===== config.mk =====
export PLATFORM = sky130hd
export DESIGN_NAME = quant_zigzag
export DESIGN_NICKNAME = d
export VERILOG_FILES = /design/src/rtl/quant_zigzag_pkg.sv /design/src/rtl/quant_zigzag_quantize.sv /design/src/rtl/quant_zigzag.sv
export SDC_FILE = /design/constraint.sdc
export NUM_CORES = 1
export LEC_CHECK = 0
export ABC_AREA = 1
export CAP_MARGIN = 20
export CORE_AREA = 2 2 412 414
export DETAILED_ROUTE_END_ITERATION = 6
export DIE_AREA = 0 0 414 416
export PLACE_DENSITY = 0.55
export SLEW_MARGIN = 10
export SYNTH_ARGS = -nofsm -noshare
export SYNTH_HDL_FRONTEND = slang
export SYNTH_SLANG_ARGS = --single-unit

===== constraint.sdc =====
create_clock -name clk -period 80.5 [get_ports clk]
set_input_delay 16.1 -clock clk [delete_from_list [all_inputs] [get_ports clk]]
set_output_delay 16.1 -clock clk [all_outputs]
set_load 0.01 [all_outputs]

===== src/rtl/quant_zigzag_pkg.sv =====
// Shared constants, FSM states and the per-position quantizer shift for quant_zigzag.
package quant_zigzag_pkg;

  localparam int QZ_COEFF_W = 16;
  localparam int QZ_OUT_W   = 8;
  localparam int QZ_QBASE   = 2;
  localparam int QZ_SHIFT_W = 4;

  typedef enum logic [1:0] {
    IDLE   = 2'd0,
    FILL   = 2'd1,
    STREAM = 2'd2
  } qz_state_t;

  // JPEG zigzag scan: entry i is the raster index 8*u+v sent at position i.
  localparam logic [5:0] ZIGZAG [64] = '{
    6'd0,  6'd1,  6'd8,  6'd16, 6'd9,  6'd2,  6'd3,  6'd10,
    6'd17, 6'd24, 6'd32, 6'd25, 6'd18, 6'd11, 6'd4,  6'd5,
    6'd12, 6'd19, 6'd26, 6'd33, 6'd40, 6'd48, 6'd41, 6'd34,
    6'd27, 6'd20, 6'd13, 6'd6,  6'd7,  6'd14, 6'd21, 6'd28,
    6'd35, 6'd42, 6'd49, 6'd56, 6'd57, 6'd50, 6'd43, 6'd36,
    6'd29, 6'd22, 6'd15, 6'd23, 6'd30, 6'd37, 6'd44, 6'd51,
    6'd58, 6'd59, 6'd52, 6'd45, 6'd38, 6'd31, 6'd39, 6'd46,
    6'd53, 6'd60, 6'd61, 6'd54, 6'd47, 6'd55, 6'd62, 6'd63
  };

  function automatic logic [QZ_SHIFT_W-1:0] shift_for(input logic [5:0] k,
                                                      input int qbase = QZ_QBASE);
    int u;
    int v;
    u = int'(k[5:3]);
    v = int'(k[2:0]);
    return QZ_SHIFT_W'(qbase + ((u + v) >> 2));
  endfunction

endpackage


===== src/rtl/quant_zigzag_quantize.sv =====
// Combinational round-half-up arithmetic right shift followed by saturation to OUT_W bits.
module qz_quantize #(
  parameter int COEFF_W = 16,
  parameter int OUT_W   = 8,
  parameter int SW      = 4
) (
  input  logic [COEFF_W-1:0] c,
  input  logic [SW-1:0]      s,
  output logic [OUT_W-1:0]   q
);

  localparam int W = COEFF_W + 1;
  localparam logic signed [W-1:0] MAXV = W'((1 << (OUT_W - 1)) - 1);
  localparam logic signed [W-1:0] MINV = ~MAXV;

  logic signed [W-1:0] c_ext;
  logic signed [W-1:0] rnd;
  logic signed [W-1:0] sum;
  logic signed [W-1:0] shifted;

  always_comb begin
    c_ext   = {c[COEFF_W-1], c};
    rnd     = (s == '0) ? '0 : (W'(1) << (s - SW'(1)));
    // one extra bit keeps the rounding add from wrapping at the top of the range
    sum     = c_ext + rnd;
    shifted = sum >>> s;
    if (shifted > MAXV) begin
      q = MAXV[OUT_W-1:0];
    end else if (shifted < MINV) begin
      q = MINV[OUT_W-1:0];
    end else begin
      q = shifted[OUT_W-1:0];
    end
  end

endmodule


===== src/rtl/quant_zigzag.sv =====
// Captures a 64-coefficient DCT block, quantizes it and streams it out in zigzag order.
//   state  | meaning
//   IDLE   | waiting for dct_valid, in_ready = 1
//   FILL   | block captured, loading zigzag position 0 into the output register
//   STREAM | output register valid, advancing one position per handshake
module quant_zigzag
  import quant_zigzag_pkg::*;
#(
  parameter int COEFF_W = QZ_COEFF_W,
  parameter int OUT_W   = QZ_OUT_W,
  parameter int QBASE   = QZ_QBASE
) (
  input  logic                   clk,
  input  logic                   rst,
  input  logic [64*COEFF_W-1:0]  dct_in,
  input  logic                   dct_valid,
  output logic                   in_ready,
  output logic [OUT_W-1:0]       coeff_out,
  output logic [5:0]             coeff_pos,
  output logic                   coeff_last,
  output logic                   coeff_valid,
  input  logic                   coeff_ready,
  output logic                   overflow
);

  qz_state_t state_q, state_d;
  logic [5:0]         idx_q, idx_d;
  logic [COEFF_W-1:0] buf_q [64];
  logic [COEFF_W-1:0] buf_d [64];
  logic [OUT_W-1:0]   out_q, out_d;
  logic [5:0]         pos_q, pos_d;
  logic               last_q, last_d;
  logic               valid_q, valid_d;
  logic               ovf_q, ovf_d;

  logic               capture;
  logic               load;
  logic [5:0]         sel_k;
  logic [QZ_SHIFT_W-1:0] sel_s;
  logic [OUT_W-1:0]   q_w;

  assign sel_k = ZIGZAG[idx_q];
  assign sel_s = shift_for(sel_k, QBASE);

  qz_quantize #(
    .COEFF_W (COEFF_W),
    .OUT_W   (OUT_W),
    .SW      (QZ_SHIFT_W)
  ) u_quant (
    .c (buf_q[sel_k]),
    .s (sel_s),
    .q (q_w)
  );

  always_comb begin
    state_d = state_q;
    idx_d   = idx_q;
    out_d   = out_q;
    pos_d   = pos_q;
    last_d  = last_q;
    valid_d = valid_q;
    ovf_d   = ovf_q | (dct_valid && (state_q != IDLE));
    capture = 1'b0;
    load    = 1'b0;

    case (state_q)
      IDLE: begin
        if (dct_valid) begin
          capture = 1'b1;
          idx_d   = '0;
          state_d = FILL;
        end
      end
      FILL: begin
        load    = 1'b1;
        state_d = STREAM;
      end
      STREAM: begin
        if (valid_q && coeff_ready) begin
          if (last_q) begin
            valid_d = 1'b0;
            state_d = IDLE;
          end else begin
            load = 1'b1;
          end
        end
      end
      default: state_d = IDLE;
    endcase

    if (load) begin
      out_d   = q_w;
      pos_d   = idx_q;
      last_d  = (idx_q == 6'd63);
      valid_d = 1'b1;
      idx_d   = idx_q + 6'd1;
    end
  end

  always_comb begin
    buf_d = buf_q;
    if (capture) begin
      for (int k = 0; k < 64; k++) begin
        buf_d[k] = dct_in[k*COEFF_W +: COEFF_W];
      end
    end
  end

  // The block buffer carries no reset; its contents are only read after a capture.
  always_ff @(posedge clk) begin
    buf_q <= buf_d;
  end

  always_ff @(posedge clk) begin
    if (rst) begin
      state_q <= IDLE;
      idx_q   <= '0;
      out_q   <= '0;
      pos_q   <= '0;
      last_q  <= 1'b0;
      valid_q <= 1'b0;
      ovf_q   <= 1'b0;
    end else begin
      state_q <= state_d;
      idx_q   <= idx_d;
      out_q   <= out_d;
      pos_q   <= pos_d;
      last_q  <= last_d;
      valid_q <= valid_d;
      ovf_q   <= ovf_d;
    end
  end

  assign in_ready    = (state_q == IDLE);
  assign coeff_out   = out_q;
  assign coeff_pos   = pos_q;
  assign coeff_last  = last_q;
  assign coeff_valid = valid_q;
  assign overflow    = ovf_q;

endmodule

==> results of run 1 <==
placed cells by master, fill, tap and decap left out, types with 54 or more instances in the layout:
cell type,instances
o311ai_0,54
nand2_1,395
nor2_1,446
o21ai_0,157
o211ai_1,94
clkdlybuf4s50_1,981
nand3_1,703
edfxtp_1,960
diode_2,64
clkbuf_16,112
o32ai_1,55
synth_stat cells (25+ instances only):
master    instances  area share
a21oi_1          34      0.0042
buf_2            81      0.0099
buf_4            30      0.0055
clkbuf_1        106      0.0097
dfxtp_1          25       0.012
edfxtp_1        960        0.70
ha_1             27      0.0082
inv_1            38      0.0035
nand2_1         397       0.036
nand3_1         703       0.086
nor2_1          446       0.041
o211ai_1         94       0.017
o21ai_0         157       0.019
o311ai_0         56       0.012
o32ai_1          56       0.012
per-stage QoR:
stage               setup WS (ns)  total power (W)  utilization  hold WS (ns)  instance area (um2)
CTS                         59.84          0.00138        0.336         0.471                56400
finish                      59.83          0.00136        0.337         0.472                56600
floorplan                   42.51         0.000846            -         0.458                41000
global placement            59.10         0.000863        0.314         0.454                52900
global route                59.56          0.00141        0.337         0.498                56600
detailed placement          58.98         0.000866        0.314         0.462                52900
registers in the layout (all words and copies together) (netlist names):
| signal | count |
|---|---|
| coeff_valid | 1 |
| coeff_out | 8 |
| buf_q | 960 |
| overflow | 1 |
| state_q | 2 |
| coeff_pos | 6 |
| coeff_last | 1 |
| idx_q | 6 |
path summary, 6_finish.rpt:
kind                                    from            to  slack [ns]  cells past startpoint
worst max-delay path               dct_valid    buf_q[965]       59.83                      7
worst min-delay path            coeff_out[7]  coeff_out[7]        0.47                      2
worst max register to register      idx_q[0]  coeff_out[0]       71.43                     42
worst min register to register  coeff_out[7]  coeff_out[7]        0.47                      2
critical path, cell delays in order:
cell and delay, ns:
clkdlybuf4s50_1 0.50, nand2_1 0.14, inv_8 0.49, buf_4 0.82, buf_4 0.89, buf_4 0.91
buf_4 0.90
cell families after synthesis:
family          after synthesis  share of synthesized area
compound gates              413                     0.0674
xor+xnor                      7                    0.00150
fa+ha+maj                    27                    0.00825
buf+inv                     288                     0.0348
flops                       985                      0.716
mux                           1                   0.000244
other cells                   1                  0.0000916
simple gates               1593                      0.172
per-layer routing:
layer,up-vias,part of all wire,track usage
met2,1339,0.49,0.294
met1,15034,0.39,0.227
met5,-,0.00079,0
met3,254,0.081,0.0470
li1,14133,-,-
met4,20,0.034,0.101
final cells by class:
class / instances / area (um2)
fillers: 16779 / 112000
flip-flops and latches: 985 / 29300
repair buffers: 1028 / 10300
multi-input cells: 2044 / 10300
clock buffers: 138 / 2900
well taps: 2218 / 2780
clock inverters: 70 / 658
inverters: 49 / 224
diodes: 64 / 160
power breakdown:
part	internal, W	switching (W)	total (W)
Clock	0.000288	0.000220	0.000507
Combinational	0.0000751	0.000111	0.000186
Sequential	0.000652	0.0000186	0.000670
Total	0.00101	0.000349	0.00136
==> impl_results.md, run 1 <==
* Vias in the first global route at 29813
* Worst rel slew slack at 0.255
* Max-cap violation count at 0
* Run status: finished, final reports clean
* Routed length per placed instance at 25.0 um
* Core ar. at about 170000 um2
* Vias at 30780
* GRT overflow at 0
* CP max FO at 106
* Max Clock Skew at 0.0266 ns
* Initial antenna violation count at 82
* Minimum clock period after layout at 20.67 ns
* GPL Wtd Cong at approximately 0.87
* Syn Inst Count at around 3300
* Final TNS setup at 0 ns
* Htree depth at 3
* Average size of a mapped cell at between 10 and 15 um2
* Remaining antenna violation count at 0
* Drt initial violations at around 3200
* Leak at 19.2 nW
* Highest clock rate at just under 50 MHz
* Setup violators final at 0
* Largest net degree at the start of global routing at 170
* First-pass GRT wire length at around 220000 um
* Layout cell share with drive strength beyond 1 at 0.0586
* Nets at ~5300
* Io pins at between 1000 and 1500
* Total global-route track usage at 0.184
* Fraction of registers with async set/reset at 0
* Fin. Hold Viols at 0
* Starting density of the core at 0.244
* Hpwl dp at ~120000 um
* Root buffer cell: clkbuf_16
* Kind of critical path: primary input to flop
* DRC at 0
* #FFs+latches synth at ~1000
* Hold Path Class: flop to flop
* Post-Synthesis Cell Area at around 40000 um2
* Req. time, crit path at 80.86 ns
* Area delta synth->final at 38.2%
* Cell variety after synth at 49
* Clock sink count at just under 1000
* Setup bufs post-CTS at 0
* Crit share post-route at 0.257
* Router iterations before antenna repair at 7
* Final std cells w/o fill at between 6000 and 7000
* CTS tree: done
* DP Cell Count at 6323
* Power per cell area at between 20 and 25 nW/um2
* Sequential fraction of the synthesis area at 0.716
* Final wirelength at 165000 um
* Number of buffers inserted by port buffering at 981
* Worst EP arrival at roughly 21 ns
* Hold Buf Count CTS at 0
* Maximum vdd drop at 0.0179 mV
* Worst slew pin tran at about 1.1 ns
* Die Area at 172000 um2
* Chip width at between 400 and 500 um
* CTS clk-pin slew, worst paths at about 0.060 ns
* Post-synth top flop: edfxtp_1
* Chip height at around 420 um
* Worst skew pair latency at about 0.76 ns
* Synthesis warning total at 0
* Final Slew Violations at 0
* Maximum buffer depth of the clock tree at 3
* Post-CTS sizing at 0
* CTS Buf Count at around 110
* RSZ-0062 raised after global routing: no
* Routed vias/inst at 4.67
* EDFF count, synth at 960
* Startpoint Class: primary input
* FP Rows at between 150 and 200
* Nature of the critical path endpoint: flop
Power figures use the tool's default switching activity.
==> inputs of run 2 (changes only) <==
Settings changed: CORE_AREA 2 2 412 414 to 2 2 404 406, DIE_AREA 0 0 414 416 to 0 0 406 408, PLACE_DENSITY 0.55 to 0.56.
Clock period 80.5 ns to 20.1 ns, I/O delays scaled along.
==> impl_results.md, run 2 (synthesis results as in run 1) <==
* Worst Hold Depth at 2 (unchanged)
* Remaining antenna violation count at 0 (unchanged)
* CP max FO at 118 (+11%)
* Leading cell type in the layout, fill and taps excluded: clkdlybuf4s50_1
* Core ar. at 162000 um2 (-3.9%)
* Reg2reg end: coeff_out[3]
* Nature of the critical path endpoint: flop
* GRT overflow at 0 (unchanged)
* Startpoint Class: flop
* Delay-heaviest family, CP: simple AND/OR/NAND/NOR gates
* Layout cell share with drive strength beyond 1 at 0.0583 (-0.000396)
* Die Area at 166000 um2 (-3.8%)
* FP Rows at 148 (-2.0%)
* CTS Buf Count at 111 (unchanged)
* First-pass GRT wire length at 221000 um (-1.8%)
* Vias in the first global route at 29962 (+0.50%)
* Final Slew Violations at 0 (unchanged)
* Hpwl dp at 113000 um (-2.1%)
* Chip width at 406 um (-1.9%)
* Req. time, crit path at 20.69 ns (-60.17 ns)
* Vias at 31019 (+0.78%)
* Most used cell, CP: nand2_1
* Starting density of the core at 0.253 (+0.00977)
* Worst skew pair latency at 0.76 ns (about the same)
* Most frequent cells in the layout: 981 x clkdlybuf4s50_1, 960 x edfxtp_1, 703 x nand3_1
* Buffers & Inverters on Critical Path at 7 (+1)
* Worst EP arrival at 10.07 ns (-10.96 ns)
* Number of buffers inserted by port buffering at 981 (unchanged)
* Hold Path Class: flop to flop
* Maximum vdd drop at 0.0851 mV (+370%)
* Design area at 56400 um2 (-0.31%)
* CTS tree: done
* Run status: finished, final reports clean
* GPL Wtd Cong at 0.880 (+0.69%)
* Worst slew pin tran at 1.30 ns (+0.186 ns)
* Worst reg2reg path depth at 43 (+2.4%)
* Area delta synth->final at 37.8%
* Drt initial violations at 3344 (+4.5%)
* Critical Path Max Stage Delay at 0.80 ns (-0.11 ns)
* Final std cells w/o fill at 6544 (-0.79%)
* Power per cell area at 95.4 nW/um2 (+300%)
* Root buffer cell: clkbuf_16
* Reg2Reg Setup Slack at 10.63 ns (-60.80 ns)
* Htree depth at 3 (unchanged)
* Io pins at 1046 (unchanged)
* Largest net degree at the start of global routing at 181 (+6.5%)
* Largest Register: buf_q
* Setup bufs post-CTS at 0 (unchanged)
* Highest clock rate at roughly 110 MHz
* Nets at 5272 (-0.038%)
* Maximum buffer depth of the clock tree at 3 (unchanged)
* Final TNS setup at 0 ns (unchanged)
* Worst rel slew slack at 0.131 (-0.124)
* Fin. Hold Viols at 0 (unchanged)
* FILL cells at 15987 (-4.7%)
* Setup violators final at 0 (unchanged)
* Routed length per placed instance at 24.8 um (-0.84%)
* Hold path startpoint: overflow
* Chip height at 408 um (-1.9%)
* DP Area at 52800 um2 (-0.11%)
* Max Clock Skew at 0.0541 ns (+0.0275 ns)
* CTS clk-pin slew, worst paths at 0.06 ns (about the same)
* Post-CTS sizing at 0 (unchanged)
* Total global-route track usage at 0.188 (+0.00420)
* Total power at 0.00538 W (+290%)
* Initial antenna violation count at 80 (-2.4%)
* WHS Endpoint: overflow
* Max reg flops at 960 (unchanged)
* DP Cell Count at 6279 (-0.70%)
* Crit share post-route at 0.471
* Leak at 19.1 nW (-0.41%)
* RR Startpoint: idx_q[0]
* Max-cap violation count at 0 (unchanged)
* Final wirelength at 162000 um (-1.6%)
* Routed vias/inst at 4.74 (+1.6%)
* DRC at 0 (unchanged)
* Hold Buf Count CTS at 0 (unchanged)
* Core Util, Final at 0.349 (+0.0124)
* Clock sink count at 985 (unchanged)
* Router iterations before antenna repair at 6 (-1)
* CP max stage cell: o311ai_0
* RSZ-0062 raised after global routing: no
* Critical path startpoint: idx_q[0]
* Kind of critical path: flop to flop
* Minimum clock period after layout at between 9 and 10 ns
run 2: cell count changes in the layout (fill, tap and decap cells not counted), sizes merged:
cell      change
buf           -2
bufinv        -7
clkbuf        +3
clkinv        +2
clkinvlp      +4
diode         -4
inv           -5
run 2: report_power, final:
part,leakage (nW),internal (W),switching (W)
combinational,8.06,0.000301,0.000436
sequential,9.36,0.00261,0.0000762
clock,1.68,0.00108,0.000882
total,19.1,0.00399,0.00139
run 2: cell type report:
type / count / area [um2] / area share
Tap cell: 2175 / 2720 / 0.0482
Sequential cell: 985 / 29300 / 0.520
Multi-Input combinational cell: 2044 / 10300 / 0.182
Inverter: 49 / 220 / 0.00390
Clock inverter: 64 / 543 / 0.00962
Antenna cell: 60 / 150 / 0.00266
Clock buffer: 141 / 2930 / 0.0519
Timing Repair Buffer: 1026 / 10300 / 0.182
run 2: routing by layer:
layer  vias up  track usage  part of all wire
met4        22       0.0835             0.028
li1      14114            -                 -
met5         -            0           0.00090
met2      1395        0.298              0.48
met1     15243        0.243              0.41
met3       245       0.0461             0.081
run 2: worst max-delay path by stage:
stage	to	slack [ns]	cells past startpoint
6_report	coeff_out[3]	10.63	43
3_3_place_gp	coeff_out[3]	10.60	43
4_1_cts	coeff_out[3]	10.55	43
5_1_grt	coeff_out[3]	9.73	44
2_1_floorplan	buf_q[1000]	1.13	2
3_5_place_dp	coeff_out[3]	10.61	43
run 2: worst register-to-register path: cells and delay by family, from the launching register on:
family,cells,cell delay [ns]
AOI/OAI and AO/OA,5,1.62
adders and majority gates,2,0.70
buffers and inverters,7,2.91
DFF,1,0.69
and+or+nand+nor,29,3.44
run 2: stage by stage:
| step | setup slack, ns | hold WS, ns |
|---|---|---|
| 2_1_floorplan | 1.13 | 0.458 |
| 3_3_place_gp | 10.60 | 0.452 |
| 3_5_place_dp | 10.61 | 0.456 |
| 4_1_cts | 10.55 | 0.471 |
| 5_1_grt | 9.73 | 0.501 |
| 6_report | 10.63 | 0.464 |
